==> src/rtl/noc_local_packetizer.sv <==
// Local-endpoint packetizer: turns a (dst, vc, len) request plus a stream of
// payload words into head/body/tail flits for the node's fabric local port.
// Ports:
//   noc_clk, noc_rst_n          clock, async active-low reset
//   id_x, id_y                  own node coordinates (static)
//   req_*                       packet request handshake and fields
//   data_valid/data_ready/data  payload word stream
//   flit_valid/flit_ready       flit handshake toward the fabric
//   flit_vc, flit               flit VC and {type[1:0], payload}
//   vc_ready                    per-VC downstream space
//   busy, pkt_done              packet in progress / last-flit-accepted pulse
module noc_local_packetizer #(
  parameter int unsigned DATA_W = 32,
  parameter int unsigned VC_NUM = 2,
  parameter int unsigned ID_X_W = 2,
  parameter int unsigned ID_Y_W = 2,
  parameter int unsigned LEN_W  = 4,
  localparam int unsigned VC_W  = (VC_NUM > 1) ? $clog2(VC_NUM) : 1
) (
  input  logic                noc_clk,
  input  logic                noc_rst_n,
  input  logic [ID_X_W-1:0]   id_x,
  input  logic [ID_Y_W-1:0]   id_y,
  input  logic                req_valid,
  output logic                req_ready,
  input  logic [ID_X_W-1:0]   req_dst_x,
  input  logic [ID_Y_W-1:0]   req_dst_y,
  input  logic [VC_W-1:0]     req_vc,
  input  logic [LEN_W-1:0]    req_len,
  input  logic                data_valid,
  output logic                data_ready,
  input  logic [DATA_W-1:0]   data,
  output logic                flit_valid,
  input  logic                flit_ready,
  output logic [VC_W-1:0]     flit_vc,
  output logic [DATA_W+1:0]   flit,
  input  logic [VC_NUM-1:0]   vc_ready,
  output logic                busy,
  output logic                pkt_done
);

  localparam int unsigned FLIT_W = DATA_W + 2;

  localparam logic [1:0] FT_HEAD   = 2'b00;
  localparam logic [1:0] FT_BODY   = 2'b01;
  localparam logic [1:0] FT_TAIL   = 2'b10;
  localparam logic [1:0] FT_SINGLE = 2'b11;

  typedef enum logic [1:0] {
    ST_IDLE = 2'd0,
    ST_HEAD = 2'd1,
    ST_BODY = 2'd2
  } state_e;

  state_e              state_q, state_d;
  logic [ID_X_W-1:0]   dst_x_q, dst_x_d;
  logic [ID_Y_W-1:0]   dst_y_q, dst_y_d;
  logic [VC_W-1:0]     vc_q, vc_d;
  logic [LEN_W-1:0]    len_q, len_d;
  logic [LEN_W-1:0]    cnt_q, cnt_d;
  logic                flit_valid_q, flit_valid_d;
  logic [FLIT_W-1:0]   flit_q, flit_d;
  logic [VC_W-1:0]     flit_vc_q, flit_vc_d;

  logic loadable_c;
  logic vc_ok_c;
  logic req_fire_c;
  logic load_head_c;
  logic load_body_c;

  // State register and datapath flops
  always_ff @(posedge noc_clk or negedge noc_rst_n) begin
    if (!noc_rst_n) begin
      state_q      <= ST_IDLE;
      dst_x_q      <= '0;
      dst_y_q      <= '0;
      vc_q         <= '0;
      len_q        <= '0;
      cnt_q        <= '0;
      flit_valid_q <= 1'b0;
      flit_q       <= '0;
      flit_vc_q    <= '0;
    end else begin
      state_q      <= state_d;
      dst_x_q      <= dst_x_d;
      dst_y_q      <= dst_y_d;
      vc_q         <= vc_d;
      len_q        <= len_d;
      cnt_q        <= cnt_d;
      flit_valid_q <= flit_valid_d;
      flit_q       <= flit_d;
      flit_vc_q    <= flit_vc_d;
    end
  end

  // Next-state logic
  always_comb begin
    state_d = state_q;
    unique case (state_q)
      ST_IDLE: if (req_fire_c) state_d = ST_HEAD;
      ST_HEAD: if (load_head_c) state_d = (len_q == '0) ? ST_IDLE : ST_BODY;
      ST_BODY: if (load_body_c && (cnt_q == LEN_W'(1))) state_d = ST_IDLE;
      default: state_d = ST_IDLE;
    endcase
  end

  // Handshake decode and output-register loading
  always_comb begin
    req_ready   = 1'b0;
    data_ready  = 1'b0;
    load_head_c = 1'b0;
    load_body_c = 1'b0;
    dst_x_d      = dst_x_q;
    dst_y_d      = dst_y_q;
    vc_d         = vc_q;
    len_d        = len_q;
    cnt_d        = cnt_q;
    flit_valid_d = flit_valid_q;
    flit_d       = flit_q;
    flit_vc_d    = flit_vc_q;

    // The single output slot can take a new flit if empty or draining now.
    loadable_c = !flit_valid_q || flit_ready;
    vc_ok_c    = vc_ready[vc_q];

    unique case (state_q)
      ST_IDLE: req_ready = loadable_c;
      ST_HEAD: load_head_c = vc_ok_c && loadable_c;
      ST_BODY: begin
        data_ready  = vc_ok_c && loadable_c;
        load_body_c = data_ready && data_valid;
      end
      default: ;
    endcase

    req_fire_c = req_valid && req_ready;

    if (req_fire_c) begin
      dst_x_d = req_dst_x;
      dst_y_d = req_dst_y;
      vc_d    = req_vc;
      len_d   = req_len;
      cnt_d   = req_len;
    end

    if (flit_valid_q && flit_ready) flit_valid_d = 1'b0;

    if (load_head_c) begin
      flit_valid_d = 1'b1;
      flit_vc_d    = vc_q;
      flit_d       = {(len_q == '0) ? FT_SINGLE : FT_HEAD,
                      DATA_W'({len_q, id_y, id_x, dst_y_q, dst_x_q})};
    end

    if (load_body_c) begin
      flit_valid_d = 1'b1;
      flit_vc_d    = vc_q;
      flit_d       = {(cnt_q == LEN_W'(1)) ? FT_TAIL : FT_BODY, data};
      cnt_d        = cnt_q - LEN_W'(1);
    end
  end

  assign flit_valid = flit_valid_q;
  assign flit       = flit_q;
  assign flit_vc    = flit_vc_q;
  assign busy       = (state_q != ST_IDLE) || flit_valid_q;
  // Type bit 1 is set only for tail (10) and single (11) flits.
  assign pkt_done   = flit_valid_q && flit_ready && flit_q[FLIT_W-1];

endmodule
==> config.mk <==
export PLATFORM = sky130hd
export DESIGN_NAME = noc_local_packetizer
export DESIGN_NICKNAME = d
export VERILOG_FILES = /design/src/rtl/noc_local_packetizer.sv
export SDC_FILE = /design/constraint.sdc
export NUM_CORES = 1
export LEC_CHECK = 0
export BUFFER_PORTS_ARGS = -buffer_cell sky130_fd_sc_hd__clkbuf_2
export CAP_MARGIN = 20
export CELL_PAD_IN_SITES_DETAIL_PLACEMENT = 0
export CELL_PAD_IN_SITES_GLOBAL_PLACEMENT = 1
export CORE_MARGIN = 2
export CORE_UTILIZATION = 30
export CTS_CLUSTER_SIZE = 24
export DETAILED_ROUTE_END_ITERATION = 16
export HOLD_SLACK_MARGIN = 0.06
export PLACE_DENSITY_LB_ADDON = 0.1
export SYNTH_ARGS = -nofsm -noshare
export SYNTH_HDL_FRONTEND = slang
export SYNTH_SLANG_ARGS = --single-unit
==> constraint.sdc <==
create_clock -name noc_clk -period 3.03 [get_ports noc_clk]
set_input_delay 0.303 -clock noc_clk [delete_from_list [all_inputs] [get_ports noc_clk]]
set_output_delay 0.303 -clock noc_clk [all_outputs]
set_load 0.005 [all_outputs]
# After elaboration in Yosys (flattened, before gate mapping)

Cells that the tools add are included.

Output and inout bits: 40
Logic and storage cells: 55
Bits in registers: 51
Input port bits: 52

$add $sub $neg: 1
Reduce and logical (&&, ||, !) cells: 16
Equal/unequal tests: 6
Muxes and demuxes: 22
Magnitude comparators: 1

Operators by type and width:

| cell                                                                   | count |
|---|---|
| 34-bit 2-to-1 mux                                                      | 2 |
| 2-bit 2-to-1 mux                                                       | 6 |
| 1-bit 2-to-1 mux                                                       | 11 |
| 4-bit 2-to-1 mux                                                       | 2 |
| 1-bit logical AND                                                      | 6 |
| 2-bit != test (second input constant)                                  | 3 |
| 2-bit case mux with 3 select lines                                     | 1 |
| 2-bit nonzero test                                                     | 3 |
| 4-bit by 1-bit equality test with 1-bit output (second input constant) | 1 |
| 4-bit zero test                                                        | 1 |
| 4-bit by 1-bit subtractor with 4-bit output (second input constant)    | 1 |
| 3-bit AND reduction                                                    | 1 |
| 3-bit nonzero test                                                     | 1 |
| 2-bit by 1-bit equality test with 1-bit output (second input constant) | 1 |
| 2-bit equality test (second input constant)                            | 1 |
| 2-bit zero test                                                        | 1 |
| 1-bit logical OR                                                       | 2 |
| 1-bit by 2-bit < comparator with 1-bit output (second input constant)  | 1 |
| 1-bit zero test                                                        | 1 |

# Longest topological paths before layout

Gate-level depths: netlist (run 1).

Depth after elaboration: 8
Gate-level depth with buffers: 6
Gate-level depth less buffers: 6

# Least setup slack after synthesis (run 1)

No wires, ideal clock.

Kind: register to output
Start point: reg flit_valid_q (netlist: flit_valid)
End point: out data_ready
Cell stages (with the launch flop): 6
Required time: 2727 ps
Buffers on the path: 2
Data arrival time: 1271 ps
Path slack: 1456 ps
Cells stage by stage: dfrtp_1 and2b_1 or2_1 buf_6 buf_2 nor2_1

Word-level cells in the longest chain between the ends: 4

RTL lines:

| item                   | line | source |
|---|---|---|
| start, declared        | 61   | `logic flit_valid_q, flit_valid_d;` |
| start signal, assigned | 90   | `flit_valid_q <= flit_valid_d;` |
| 1-bit zero test        | 123  | `loadable_c = !flit_valid_q \|\| flit_ready;` |
| 1-bit logical OR       | 123  |  |
| 1-bit logical AND      | 130  | `data_ready = vc_ok_c && loadable_c;` |
| 1-bit 2-to-1 mux       | 126  | `unique case (state_q)` |
| end, declared          | 31   | `output logic data_ready,` |

No other way between the ends.

# Worst setup path in the final report (run 1)

Start point: reg vc_q
End point: out data_ready

Word-level cells in the longest chain between the ends: 4

RTL lines:

| item                                                | line | source |
|---|---|---|
| start, declared                                     | 58   | `logic [VC_W-1:0] vc_q, vc_d;` |
| start signal, assigned                              | 87   | `vc_q <= vc_d;` |
| 1-bit 2-to-1 mux (not written as such) (2 in a row) | 124  | `vc_ok_c = vc_ready[vc_q];` |
| 1-bit logical AND                                   | 130  |  |
| 1-bit 2-to-1 mux                                    | 126  |  |

No other way between the ends. The select of a mux whose other input is x is not followed.

==> results.sh, run 1 <==
export IMPL_syn_to_final_growth_pct=27.53
export IMPL_yosysMostFrequentCell="dfrtp_1"
export IMPL_cp_max_fo=19
export IMPL_crit_required_ns=2.73
export IMPL_initial_core_util_pct=30.68
export IMPL_fmax_mhz=428.9
export IMPL_endpoint_kind="primary output"
export IMPL_p_per_area_nw_per_um2=950.8
export IMPL_grt_pass1_wl_mm=9.142
export IMPL_ys_top_cells_by_area="dfrtp_1 58%, a22o_1 7.9%, nand2_1 5.6%, o2bb2ai_1 5.5%, a22oi_1 4.4%"
export IMPL_syn_inst=185
export IMPL_die_area_um2=8081
export IMPL_grt_util_met2_pct=22.41
export IMPL_synthesis_nets=239
export IMPL_synth_flop_cell="dfrtp_1"
export IMPL_cts_made_buffers=5
export IMPL_fillers=770
export IMPL_dr_total_vias=1789
export IMPL_nets=331
export IMPL_fin_worst_skew_ns=0.01303
export IMPL_syn_avg_cell_area_um2=11.96
export IMPL_ys_ff_latch=51
export IMPL_cts_max_level=2
export IMPL_dieWidth_um=89.90
export IMPL_grt_use_met1_pct=18.71
export IMPL_tns_ns=0
export IMPL_antenna_found_initial=0
export IMPL_path_class="reg2out"
export IMPL_synth_cell_area_um2=2213
export IMPL_reg2reg_from="vc_q$_DFFE_PN0P_"
export IMPL_wirelength_mm=5.508
export IMPL_min_period_over_period_pct=76.95
export IMPL_drc=0
export IMPL_slowest_stage="or2_1"
export IMPL_cts_root_buf="clkbuf_8"
export IMPL_dp_slack_ns=1.004
export IMPL_clock_sinks=51
export IMPL_status="finished clean"
export IMPL_path_clk_slew_ns=0.09
export IMPL_synth_edf_count=0
export IMPL_p_leak_nw=1.454
export IMPL_met3_usage_pct=4.359
export IMPL_r2r_end="cnt_q[2]$_DFFE_PN0P_"
export IMPL_cp_start_kind="flop"
export IMPL_fin_ws_ns=0.6984
export IMPL_startpoint="vc_q$_DFFE_PN0P_"
export IMPL_crit_path_max_incr_delay_ns=0.65
export IMPL_portBuffers=91
export IMPL_grt_max_degree=35
export IMPL_grt_pass1_vias=1770
export IMPL_drv_slew=0
export IMPL_antenna_left=0
export IMPL_hold_viol_final=0
export IMPL_instances_no_fill=377
export IMPL_antenna_cells=0
export IMPL_synthTopCellsByCount="51 x dfrtp_1, 33 x nand2_1, 20 x a22o_1"
export IMPL_path_cells="mux2i_2 -> or2_1 -> nor2_1 -> clkbuf_2"
export IMPL_clockBufferDepth=2
export IMPL_crit_family="simple AND/OR/NAND/NOR gates"
export IMPL_grt_busiest_layer="met2"
export IMPL_cts_resized=0
export IMPL_crit_cells=4
export IMPL_hpwl_mm=3.933
export IMPL_cp_arrival_ns=2.03
export IMPL_grt_usage_pct=14.15
export IMPL_ir_worst_vdd_v=0.0002638
export IMPL_finalSetupViolCount=0
export IMPL_async_flop_share_pct=100.0
export IMPL_rows=31
export IMPL_synth_area_leader_cell="dfrtp_1"
export IMPL_relSlewSlack_pct=50.13
export IMPL_drv_cap=0
export IMPL_dieHeight_um=89.90
export IMPL_worst_slew_pin_slew_ns=0.7481
export IMPL_coreArea_um2=7214
export IMPL_finalCriticalPeriod_ns=2.332
export IMPL_synth_seq_area_share_pct=57.66
export IMPL_crit_path_end="data_ready"
export IMPL_pin_count=92
export IMPL_grt_overflow_total=0
export IMPL_drtIter0Drc=85
export IMPL_r2r_cells=4
export IMPL_clock_latency_ns=0.30
export IMPL_layout_drive_gt1_share_pct=40.29
export IMPL_drtPass1Iterations=4
export IMPL_yosysWarnings=0
export IMPL_gp_congestion=0.6787
export IMPL_hp_class="in2reg"
export IMPL_post_cts_buffers=0
export IMPL_cts_tree="built"
export IMPL_ys_types=35
export IMPL_grt_setup_unrepaired="no"
export IMPL_vias_per_cell=4.745
export IMPL_synth_top_cell_area_share_pct=57.66
export IMPL_wire_per_inst_um=14.61
export IMPL_rrSetupSlack_ns=1.19
export IMPL_cp_num_buf_inv=1
export IMPL_dp_cells=368
[through the flow]
step | instance area (um^2) | util (%) | power (W) | hold slack (ns)
after floorplan | 2213 | - | 0.001902 | 0.007409
after global placement | 2728 | 37.81 | 0.002341 | 0.2816
after global routing | 2823 | 39.13 | 0.002931 | 0.1830
final | 2823 | 39.13 | 0.002684 | 0.1904
after CTS | 2823 | 39.13 | 0.002741 | 0.1795
after detailed placement | 2728 | 37.81 | 0.002337 | 0.2847
[repair_timing]
action                                 in CTS  in global routing
setup endpoints to repair                   0                  0
hold buffers                                1                  0
endpoints found under the hold margin      17                  0
[worst min path at each step]
stage	start	endpoint	slack [ns]	cells after the start
CTS	req_vc	vc_q$_DFFE_PN0P_	0.18	3
floorplan	noc_rst_n	cnt_q[0]$_DFFE_PN0P_	0.007	0
finish	req_dst_y[0]	dst_y_q[0]$_DFFE_PN0P_	0.19	3
global route	req_vc	vc_q$_DFFE_PN0P_	0.18	3
detailed placement	noc_rst_n	flit[3]$_DFFE_PN0P_	0.28	1
global placement	noc_rst_n	flit[4]$_DFFE_PN0P_	0.28	1
[placed cells by master, fill, tap and decap left out, types with 2 or more instances in the layout]
| cell | n |
|---|---|
| inv_1 | 3 |
| o211ai_1 | 2 |
| mux2i_1 | 2 |
| a22o_1 | 20 |
| and3_1 | 3 |
| o2bb2ai_1 | 14 |
| clkbuf_8 | 5 |
| a22oi_1 | 13 |
| nand2_1 | 33 |
| buf_4 | 6 |
| a21oi_1 | 2 |
| dfrtp_1 | 51 |
| a211oi_1 | 2 |
| nor2_2 | 2 |
| nor3_1 | 3 |
| nor2_1 | 4 |
| clkbuf_2 | 91 |
| ha_1 | 2 |
[worst min-delay path, stage by stage]
cell and delay, ns:
clkbuf_2 0.08, nand2_1 0.04, nand2_1 0.04
[routing by layer]
layer / vias to the layer above / part of all wire [%]
met5: - / 0
met4: 0 / 0.93
met3: 4 / 6.2
met2: 62 / 47
met1: 862 / 46
li1: 861 / -
[power breakdown]
| group | internal (W) | switching [W] | total [W] |
|---|---|---|---|
| Combinational | 0.000536 | 0.000535 | 0.00107 |
| Sequential | 0.00101 | 0.000225 | 0.00123 |
| Clock | 0.000162 | 0.000219 | 0.000381 |
| Total | 0.00170 | 0.000979 | 0.00268 |
[layout make-up]
type | count | area, um^2 | area share [%]
clock buffers | 6 | 72.57 | 2.571
well taps | 99 | 123.9 | 4.388
clock inverters | 2 | 12.51 | 0.4433
flip-flops and latches | 51 | 1276 | 45.21
multi-input cells | 118 | 815.8 | 28.90
inverters | 3 | 11.26 | 0.3989
repair buffers | 98 | 510.5 | 18.09
[flip-flops by register name, summed over array words and instances (netlist names)]
register / count
flit: 34
flit_valid: 1
len_q: 4
dst_y_q: 2
dst_x_q: 2
cnt_q: 4
state_q: 2
flit_vc: 1
vc_q: 1
[logic make-up (layout without fill, tap and decap cells)]
group,Yosys count,in the layout,share of synthesized area [%]
AO/OA/AOI/OAI,57,57,21.82
adder cells (fa/ha/maj),2,2,1.130
buffers and inverters,16,109,5.483
flip-flops,51,51,57.66
multiplexers,4,4,2.035
AND/OR/NAND/NOR,55,55,11.87
Power figures use the tool's default switching activity.
==> run 2, diff against run 1 <==
==> constraint.sdc (replaced) <==
create_clock -name noc_clk -period 2 [get_ports noc_clk]
set_input_delay 0.2 -clock noc_clk [delete_from_list [all_inputs] [get_ports noc_clk]]
set_output_delay 0.2 -clock noc_clk [all_outputs]
set_load 0.005 [all_outputs]
==> run 2 against run 1 <==
  * Sequential cell count did not move
  * Hold slack got worse by 0.10 ns
  * Count of clock-buffer cells in the layout rose by 2
  * Largest cell class unchanged
==> results.sh, run 2 (synthesis results as in run 1) <==
export IMPL_rows=31
export IMPL_cp_max_fo=12
export IMPL_p_switching_w=0.001504
export IMPL_p_int_w=0.002719
export IMPL_grt_max_degree=52
export IMPL_clock_sinks=51
export IMPL_grt_setup_unrepaired="no"
export IMPL_worst_slew_pin_slew_ns=0.6501
export IMPL_p_per_area_nw_per_um2=1460
export IMPL_cp_num_buf_inv=1
export IMPL_grt_usage_pct=14.62
export IMPL_cts_root_buf="clkbuf_8"
export IMPL_fillers=758
export IMPL_crit_required_ns=1.80
export IMPL_crit_family="simple AND/OR/NAND/NOR gates"
export IMPL_cp_start_kind="flop"
export IMPL_finalSetupViolCount=0
export IMPL_initial_core_util_pct=30.68
export IMPL_pin_count=92
export IMPL_seqPwrFrac_pct=44.3
export IMPL_fin_worst_skew_ns=0.004104
export IMPL_combPwrFrac_pct=40.4
export IMPL_antenna_found_initial=0
export IMPL_placed_area_um2=2783
export IMPL_multi_input_area_um2=815.8
export IMPL_syn_to_final_growth_pct=30.70
export IMPL_cts_tree="built"
export IMPL_nets=335
export IMPL_drtPass1Iterations=4
export IMPL_dieHeight_um=89.90
export IMPL_antenna_left=0
export IMPL_portBuffers=91
export IMPL_fmax_mhz=541.4
export IMPL_hp_class="in2reg"
export IMPL_cts_max_level=2
export IMPL_clock_latency_ns=0.30
export IMPL_cts_made_buffers=5
export IMPL_drv_slew=0
export IMPL_wirelength_mm=5.631
export IMPL_finalCriticalPeriod_ns=1.847
export IMPL_grt_overflow_total=0
export IMPL_p_leak_nw=1.494
export IMPL_path_cells="and2b_1 -> or2_2 -> nor2_1 -> clkbuf_2"
export IMPL_grt_pass1_wl_mm=9.446
export IMPL_min_period_over_period_pct=92.35
export IMPL_final_cell_mix="91 x clkbuf_2, 51 x dfrtp_1, 33 x nand2_1"
export IMPL_relSlewSlack_pct=56.66
export IMPL_largest_reg_flops=34
export IMPL_wire_per_inst_um=14.78
export IMPL_layout_drive_gt1_share_pct=41.49
export IMPL_hold_viol_final=0
export IMPL_crit_path_max_incr_delay_ns=0.44
export IMPL_tns_ns=0
export IMPL_antenna_cells=0
export IMPL_dieWidth_um=89.90
export IMPL_coreArea_um2=7214
export IMPL_swShare_pct=35.61
export IMPL_grt_pass1_vias=1852
export IMPL_die_area_um2=8081
export IMPL_gp_congestion=0.7017
export IMPL_final_common_cell="clkbuf_2"
export IMPL_finalInstanceArea_um2=2893
export IMPL_dr_total_vias=1813
export IMPL_endpoint_kind="primary output"
export IMPL_drtIter0Drc=37
export IMPL_drc=0
export IMPL_status="finished clean"
export IMPL_vias_per_cell=4.759
export IMPL_clockBufferDepth=2
export IMPL_drv_cap=0
export IMPL_hpwl_mm=4.024
export IMPL_path_class="reg2out"
export IMPL_path_clk_slew_ns=0.09
export IMPL_p_clk_share_pct=15.3
export IMPL_ir_worst_vdd_v=0.0004955
export IMPL_slowest_stage="or2_2"
export IMPL_regArea_um2=1276
export IMPL_cp_arrival_ns=1.65
==> run 2: cell types whose count changed in the layout (fill, tap and decap cells not counted), sizes merged <==
cell,change
clkinv,-1
clkinvlp,-1
buf,+4
clkbuf,+2
==> run 2: metrics by stage <==
step / setup WS [ns] / util, % / cells / hold WS [ns] / total power (W)
floorplan: 0.5057 / - / 185 / -0.09559 / 0.002881
global placement: 0.3909 / 38.57 / 372 / 0.3656 / 0.003627
detailed placement: 0.3672 / 38.57 / 372 / 0.3680 / 0.003628
CTS: 0.04758 / 40.10 / 381 / 0.08106 / 0.004294
global route: 0.05056 / 40.10 / 381 / 0.08083 / 0.004595
finish: 0.1530 / 40.10 / 381 / 0.08781 / 0.004223
==> run 2: worst min-delay path: cells and delay by family <==
kind | cells | cell delay, ns
buf+inv | 1 | 0.07
simple gates | 2 | 0.08
==> run 2: power groups by stage <==
stage	Clock [W]	Combinational, W	Sequential (W)
floorplan	0	0.00104	0.00184
global placement	0	0.00173	0.00189
detailed placement	0	0.00175	0.00187
CTS	0.000672	0.00175	0.00187
global route	0.000723	0.00193	0.00194
finish	0.000648	0.00170	0.00187
==> run 2: final cells by class <==
| type | count | area share, % |
|---|---|---|
| timing repair buffer | 102 | 19.55 |
| sequential | 51 | 44.12 |
| inverter | 3 | 0.3893 |
| clock buffer | 8 | 3.460 |
| tap | 99 | 4.282 |
| multi-input combinational | 118 | 28.20 |
==> run 2: worst paths after layout <==
| path | from | end | slack (ns) | cells past startpoint |
|---|---|---|---|---|
| min reg2reg | dst_y_q[1]$_DFFE_PN0P_ | dst_y_q[1]$_DFFE_PN0P_ | 0.48 | 2 |
| max | flit_valid$_DFFE_PN0P_ | data_ready | 0.15 | 4 |
| min in group asynchronous | noc_rst_n | flit[4]$_DFFE_PN0P_ | 0.54 | 3 |
| max in group asynchronous | noc_rst_n | flit[7]$_DFFE_PN0P_ | 1.03 | 3 |
| max reg2reg | state_q[1]$_DFFE_PN0P_ | cnt_q[3]$_DFFE_PN0P_ | 0.41 | 4 |
| min | req_dst_x[1] | dst_x_q[1]$_DFFE_PN0P_ | 0.09 | 3 |
==> run 2: per-layer routing <==
layer	track usage [%]	vias to the layer above	wire length [um]
met2	21.97	59	2546
li1	-	870	-
met5	0	-	0
met1	20.41	877	2669
met3	4.443	7	321
met4	4.487	0	94
==> run 2: what timing repair did <==
action                                  4_1_cts  5_1_grt
hold buffers                                  1        0
hold endpoints to repair                     51        0
endpoints found under the setup margin        0        1
resized for setup                             0        1
buffers inserted                              0        0
